**config.mk**
```make
export PLATFORM = sky130hd
export DESIGN_NAME = router_pipe
export DESIGN_NICKNAME = d
export VERILOG_FILES = /design/src/rtl/router_pkg.sv /design/src/rtl/skid_buf2.sv /design/src/rtl/router_pipe.sv
export SDC_FILE = /design/constraint.sdc
export NUM_CORES = 1
export LEC_CHECK = 0
export BUFFER_PORTS_ARGS = -buffer_cell sky130_fd_sc_hd__buf_2
export CAP_MARGIN = 20
export CORE_MARGIN = 10
export CORE_UTILIZATION = 40
export DETAILED_ROUTE_END_ITERATION = 7
export PLACE_DENSITY = 0.72
export SLEW_MARGIN = 20
export SYNTH_ARGS = -nofsm -noshare
export SYNTH_HDL_FRONTEND = slang
export SYNTH_SLANG_ARGS = --single-unit
```
**constraint.sdc**
```tcl
create_clock -name clk -period 5 [get_ports clk]
set_input_delay 0.25 -clock clk [delete_from_list [all_inputs] [get_ports clk]]
set_output_delay 0.25 -clock clk [all_outputs]
set_load 0.005 [all_outputs]
```
**src/rtl/router_pkg.sv**
```systemverilog
// Shared constants and types for the Kalman-filter operand router.
package router_pkg;

  // Select codes above the source range, as offsets from NSRC.
  localparam int SEL_ZERO_OFS = 0;
  localparam int SEL_ONES_OFS = 1;
  localparam int SEL_LAST_OFS = 2;

  typedef enum logic [1:0] {
    IMM_ZERO = 2'd0,
    IMM_P1   = 2'd1,
    IMM_M1   = 2'd2,
    IMM_EXT  = 2'd3
  } imm_sel_e;

  typedef enum logic [1:0] {
    SB_EMPTY = 2'd0,
    SB_ONE   = 2'd1,
    SB_FULL  = 2'd2
  } skid_state_e;

  // Payload layout: {R, S, I, msb_r, msb_s}.
  function automatic int payload_w(input int w);
    return 3 * w + 2;
  endfunction

endpackage

```
**src/rtl/skid_buf2.sv**
```systemverilog
// Two-entry valid/ready skid buffer: an output register plus one skid register.
// Handshake: a word moves on any edge where its valid and the receiving ready
// are both high; out_data_o is held stable while out_valid_o && !out_ready_i.
module skid_buf2
  import router_pkg::*;
#(
  parameter int DW = 8
) (
  input  logic          clk,
  input  logic          rst,
  input  logic          in_valid_i,
  input  logic [DW-1:0] in_data_i,
  output logic          out_valid_o,
  input  logic          out_ready_i,
  output logic [DW-1:0] out_data_o,
  output logic [1:0]    state_o
);

  skid_state_e   state_q, state_d;
  logic [DW-1:0] out_q, out_d;
  logic [DW-1:0] skid_q, skid_d;
  logic          accept;

  assign accept = in_valid_i && (state_q != SB_FULL);

  always_ff @(posedge clk) begin
    if (rst) begin
      state_q <= SB_EMPTY;
      out_q   <= '0;
      skid_q  <= '0;
    end else begin
      state_q <= state_d;
      out_q   <= out_d;
      skid_q  <= skid_d;
    end
  end

  always_comb begin
    state_d = state_q;
    out_d   = out_q;
    skid_d  = skid_q;
    case (state_q)
      SB_EMPTY: begin
        if (accept) begin
          out_d   = in_data_i;
          state_d = SB_ONE;
        end
      end
      SB_ONE: begin
        if (out_ready_i) begin
          // Draining: a concurrent accept reloads the out register directly.
          if (accept) out_d = in_data_i;
          else        state_d = SB_EMPTY;
        end else if (accept) begin
          skid_d  = in_data_i;
          state_d = SB_FULL;
        end
      end
      SB_FULL: begin
        if (out_ready_i) begin
          out_d   = skid_q;
          state_d = SB_ONE;
        end
      end
      default: state_d = SB_EMPTY;
    endcase
  end

  assign out_valid_o = (state_q != SB_EMPTY);
  assign out_data_o  = out_q;
  assign state_o     = state_q;

endmodule

```
**src/rtl/router_pipe.sv**
```systemverilog
// Registered R/S/I operand router: combinational select/invert/immediate,
// last-result forwarding, and a 2-entry skid buffer toward the MAC stage.
module router_pipe
  import router_pkg::*;
#(
  parameter  int W    = 24,
  parameter  int NSRC = 4,
  parameter  int IMMW = 8,
  localparam int SELW = $clog2(NSRC) + 2
) (
  input  logic              clk,
  input  logic              rst,
  input  logic              in_valid,
  output logic              in_ready,
  input  logic [NSRC*W-1:0] src_r,
  input  logic [NSRC*W-1:0] src_s,
  input  logic [SELW-1:0]   sel_r,
  input  logic [SELW-1:0]   sel_s,
  input  logic              inv_r,
  input  logic              inv_s,
  input  logic [1:0]        sel_i,
  input  logic [IMMW-1:0]   imm,
  input  logic              res_valid,
  input  logic [W-1:0]      res_data,
  output logic              out_valid,
  input  logic              out_ready,
  output logic [W-1:0]      R,
  output logic [W-1:0]      S,
  output logic [W-1:0]      I,
  output logic              msb_r,
  output logic              msb_s
);

  localparam int PW = payload_w(W);

  logic [W-1:0]  last_res_q, last_res_d;
  logic [W-1:0]  op_r, op_s, op_i;
  logic [PW-1:0] pl_in, pl_out;
  logic [1:0]    buf_state;

  function automatic logic [W-1:0] pick(input logic [SELW-1:0]   sel,
                                        input logic [NSRC*W-1:0] src,
                                        input logic [W-1:0]      last,
                                        input logic              inv);
    logic [W-1:0] v;
    v = '0;
    for (int k = 0; k < NSRC; k++) begin
      if (sel == SELW'(k)) v = src[k*W +: W];
    end
    if (sel == SELW'(NSRC + SEL_ONES_OFS)) v = '1;
    if (sel == SELW'(NSRC + SEL_LAST_OFS)) v = last;
    return inv ? ~v : v;
  endfunction

  // last_res_d doubles as the bypass value for a same-cycle write-back.
  assign last_res_d = res_valid ? res_data : last_res_q;

  always_ff @(posedge clk) begin
    if (rst) last_res_q <= '0;
    else     last_res_q <= last_res_d;
  end

  assign op_r = pick(sel_r, src_r, last_res_d, inv_r);
  assign op_s = pick(sel_s, src_s, last_res_d, inv_s);

  always_comb begin
    op_i = '0;
    case (sel_i)
      IMM_ZERO: op_i = '0;
      IMM_P1:   op_i = W'(1);
      IMM_M1:   op_i = '1;
      IMM_EXT:  op_i = W'($signed(imm));
      default:  op_i = '0;
    endcase
  end

  assign pl_in = {op_r, op_s, op_i, op_r[W-1], op_s[W-1]};

  skid_buf2 #(.DW(PW)) u_skid (
    .clk         (clk),
    .rst         (rst),
    .in_valid_i  (in_valid),
    .in_data_i   (pl_in),
    .out_valid_o (out_valid),
    .out_ready_i (out_ready),
    .out_data_o  (pl_out),
    .state_o     (buf_state)
  );

  assign in_ready = (buf_state != SB_FULL) && !rst;
  assign {R, S, I, msb_r, msb_s} = pl_out;

endmodule

```
==> summary.md <==
| Metric | Value |
|---|---|
| Core box area | `0.02203 mm^2` |
| # setup viols final | `0` |
| Vias in the first global route | `8961` |
| Root Driver | `clkbuf_16` |
| Worst Clk Skew | `0.01156 ns` |
| Final #Nets | `1551` |
| DR DRC count | `0` |
| FP Rows | `54` |
| Asr flop ratio synth | `0%` |
| CP cell instances | `nor2b_1, o2bb2ai_4, buf_4, buf_4, o21a_1, a21oi_1, a211oi_1` |
| Fill cell count | `2087` |
| GP Congestion | `0.8353` |
| CTS H-tree lvls | `4` |
| Register share of total power | `between 30% and 40%` |
| Post-cts sizing count | `0` |
| Crit path DAT | `approximately 2.8 ns` |
| Total grt overflow | `0` |
| Register bit count reported by yosys | `138` |
| Hold buffers post-CTS | `0` |
| Status | `finished, final reports clean` |
| Worst slew pin tran | `1.049 ns` |
| Sw Ratio | `29.58%` |
| Share of layout cells above drive strength 1 | `a little under a third` |
| Reg area | `~0.0028 mm^2` |
| Number of synthesized flops with an enable pin | `0` |
| Startpoint Class | `register` |
| Mux cell area share after synthesis | `13.51%` |
| Initial Util | `41.03%` |
| Hold Crit Class | `input pin to register` |
| PortBufs | `316` |
| Antenna violations before repair | `4` |
| Pwr/cell area | `292.4 mW/mm^2` |
| Largest net degree at the start of global routing | `78` |
| Total net switching power | `955.3 uW` |
| Post-Synth Adder-Cell Area | `0%` |
| Setup Fix Bufs, Post-CTS | `0` |
| Clk Latency, worst-skew pair | `0.42 ns` |
| Max Root-Sink Buffers | `2` |
| Vias post-DR | `9185` |
| Required time of the critical path | `5.33 ns` |
| Area of the multi-input gates | `0.005559 mm^2` |
| Boundary Pins | `317` |
| RSZ-0062 raised after global routing | `false` |
| Synthesis-to-layout area growth | `22.21%` |
| CP max-delay cell | `buf_4` |
| Internal Power | `2.274 mW` |
| VDD IR-drop max | `0.2009 mV` |
| Post-Synthesis Cells | `around 1100` |
| Max Freq | `just over 400 MHz` |
| Commonest non-fill, non-tap cell in the layout | `buf_2` |
| Total die area | `0.02901 mm^2` |
| DR iter-0 viols | `782` |
| Syn_area_per_cell | `8.246 um^2` |
| Crit Path Max Fanout | `50` |
| Post-DP HPWL | `about 24000 um` |
| Distinct cells, synth | `50` |
| Placed cell count | `about 1600` |
| Setup TNS | `0 ns` |
| Total CTS buffers | `17` |
| Slowest cell delay on critical path | `approximately 0.55 ns` |
| Syn nets | `1337` |
| First-pass detailed-route iteration total | `5` |
| Die Span Y | `about 170 um` |
| Synth Flop Type | `dfxtp_1` |
| Chip width | `170.3 um` |
| Critical path class | `register to register` |
| Gr usage total | `22.20%` |
| Post-route setup slack | `2.523 ns` |
| Number of nets still failing antenna checks after routing | `0` |
| Largest family of logic cells by synthesized area | `simple AND/OR/NAND/NOR gates` |
| Leakage | `5.001 nW` |
| Critical Path Most Common Cell | `buf_4` |
| Most frequent cells in the layout | `buf_2, dfxtp_1, nand2_1, mux2i_1, nor2_1` |
| Max-cap violations | `0` |
| Final hold violations | `0` |
| TritonCTS clock tree | `built` |
| First-pass GRT wire length | `51430 um` |
| Final hold slack | `0.1102 ns` |
| Slew margin rel. | `30.08%` |
| Wire per inst | `approximately 21 um` |
| Post-synthesis compound-gate area fraction | `about 22%` |
| WL final | `around 34000 um` |
| Post-synthesis sequential area ratio | `30.57%` |
| Fin cells | `around 1600` |
| Drt via density | `5.719` |
| Post-synthesis simple-gate area fraction | `between 20% and 30%` |
| Clock share of power | `39.8%` |
| Pins Over Slew Limit | `0` |
| Worst setup EP type | `register` |
| Clock Pin Slew Worst Setup and Hold Paths | `0.06 ns` |
| YS warnings | `0` |
| Logic pwr share | `22.2%` |
| Post-Syn Area | `0.009037 mm^2` |
| XOR/XNOR Fraction of Synth Area | `2.423%` |
| Post-Place Setup Slack | `2.243 ns` |
| TritonCTS Sinks | `138` |
| Tmin final | `2.477 ns` |
| Period utilization | `49.55%` |
==> layer usage <==
metal,global-route usage (%),wire length [um],vias to the layer above
met3,5.229,2688,29
met2,36.80,16440,394
met4,5.378,380,2
met1,28.46,14330,4339
li1,-,-,4421
met5,0,13,-
==> kinds of logic after synthesis <==
group,Yosys count
AND/OR/NAND/NOR,389
XOR/XNOR,25
AO/OA/AOI/OAI,267
flip-flops,138
multiplexers,119
buffers and inverters,158
==> worst max-delay path: cells and delay by family (launching register included) <==
| kind | cells | cell delay, ns |
|---|---|---|
| compound gates | 4 | 0.70 |
| flops | 1 | 0.36 |
| buf+inv | 2 | 0.93 |
| simple gates | 1 | 0.34 |
==> synth_stat cells, drive strengths merged, types with 24 or more instances <==
cell type	number	area share, %
a31oi	24	1.7
nor2	61	2.5
nor3	26	1.4
buf	65	4.6
o21ai	24	1.3
a21oi	37	2.0
o21a	25	2.1
o2bb2ai	25	2.5
mux2	24	3.0
clkbuf	69	2.9
o32a	24	2.7
inv	24	1.0
a221oi	25	2.4
nor2b	28	1.9
dfxtp	138	31
xor2	24	2.3
nand2b	59	4.1
a211oi	24	2.0
nand2	112	4.7
mux2i	95	11
nand3b	27	2.2
==> sequential cells by signal (all words and copies together) (netlist names) <==
name	cells
u_skid.skid_q	56
u_skid.out_data_o	56
last_res_q	24
u_skid.state_o	2
==> power groups by stage <==
stage	clock network (mW)	logic [mW]	registers [mW]
2_1_floorplan	0	0.456	1.24
3_3_place_gp	0	0.706	1.25
3_5_place_dp	0	0.717	1.25
5_1_grt	1.34	0.788	1.23
4_1_cts	1.30	0.720	1.22
6_report	1.28	0.718	1.23
==> worst paths after layout <==
check        depth (start not counted)               from               endpoint  slack [ns]
min                                  2          out_ready      u_skid.state_o[1]        0.11
max reg2reg                          7  u_skid.state_o[1]  u_skid.out_data_o[30]        2.52
min reg2reg                          2   u_skid.skid_q[8]       u_skid.skid_q[8]        0.46
max                                  7  u_skid.state_o[1]  u_skid.out_data_o[30]        2.52
==> through the flow <==
step	cell area (um^2)	total power, mW	util [%]
3_3_place_gp	10430	1.953	47.37
2_1_floorplan	9037	1.697	-
3_5_place_dp	10430	1.963	47.37
6_report	11040	3.229	50.14
4_1_cts	11020	3.245	50.05
5_1_grt	11040	3.364	50.14
==> layout make-up <==
cell class                      count  share of cell area (%)
Tap cell                          280                   3.172
Clock buffer                       23                   4.328
Multi-Input combinational cell    800                   50.33
Timing Repair Buffer              329                   15.25
Antenna cell                        3                 0.06797
Clock inverter                      9                   1.020
Inverter                           24                  0.8157
Sequential cell                   138                   25.01
No activity file was read; power rests on OpenSTA's default activity.
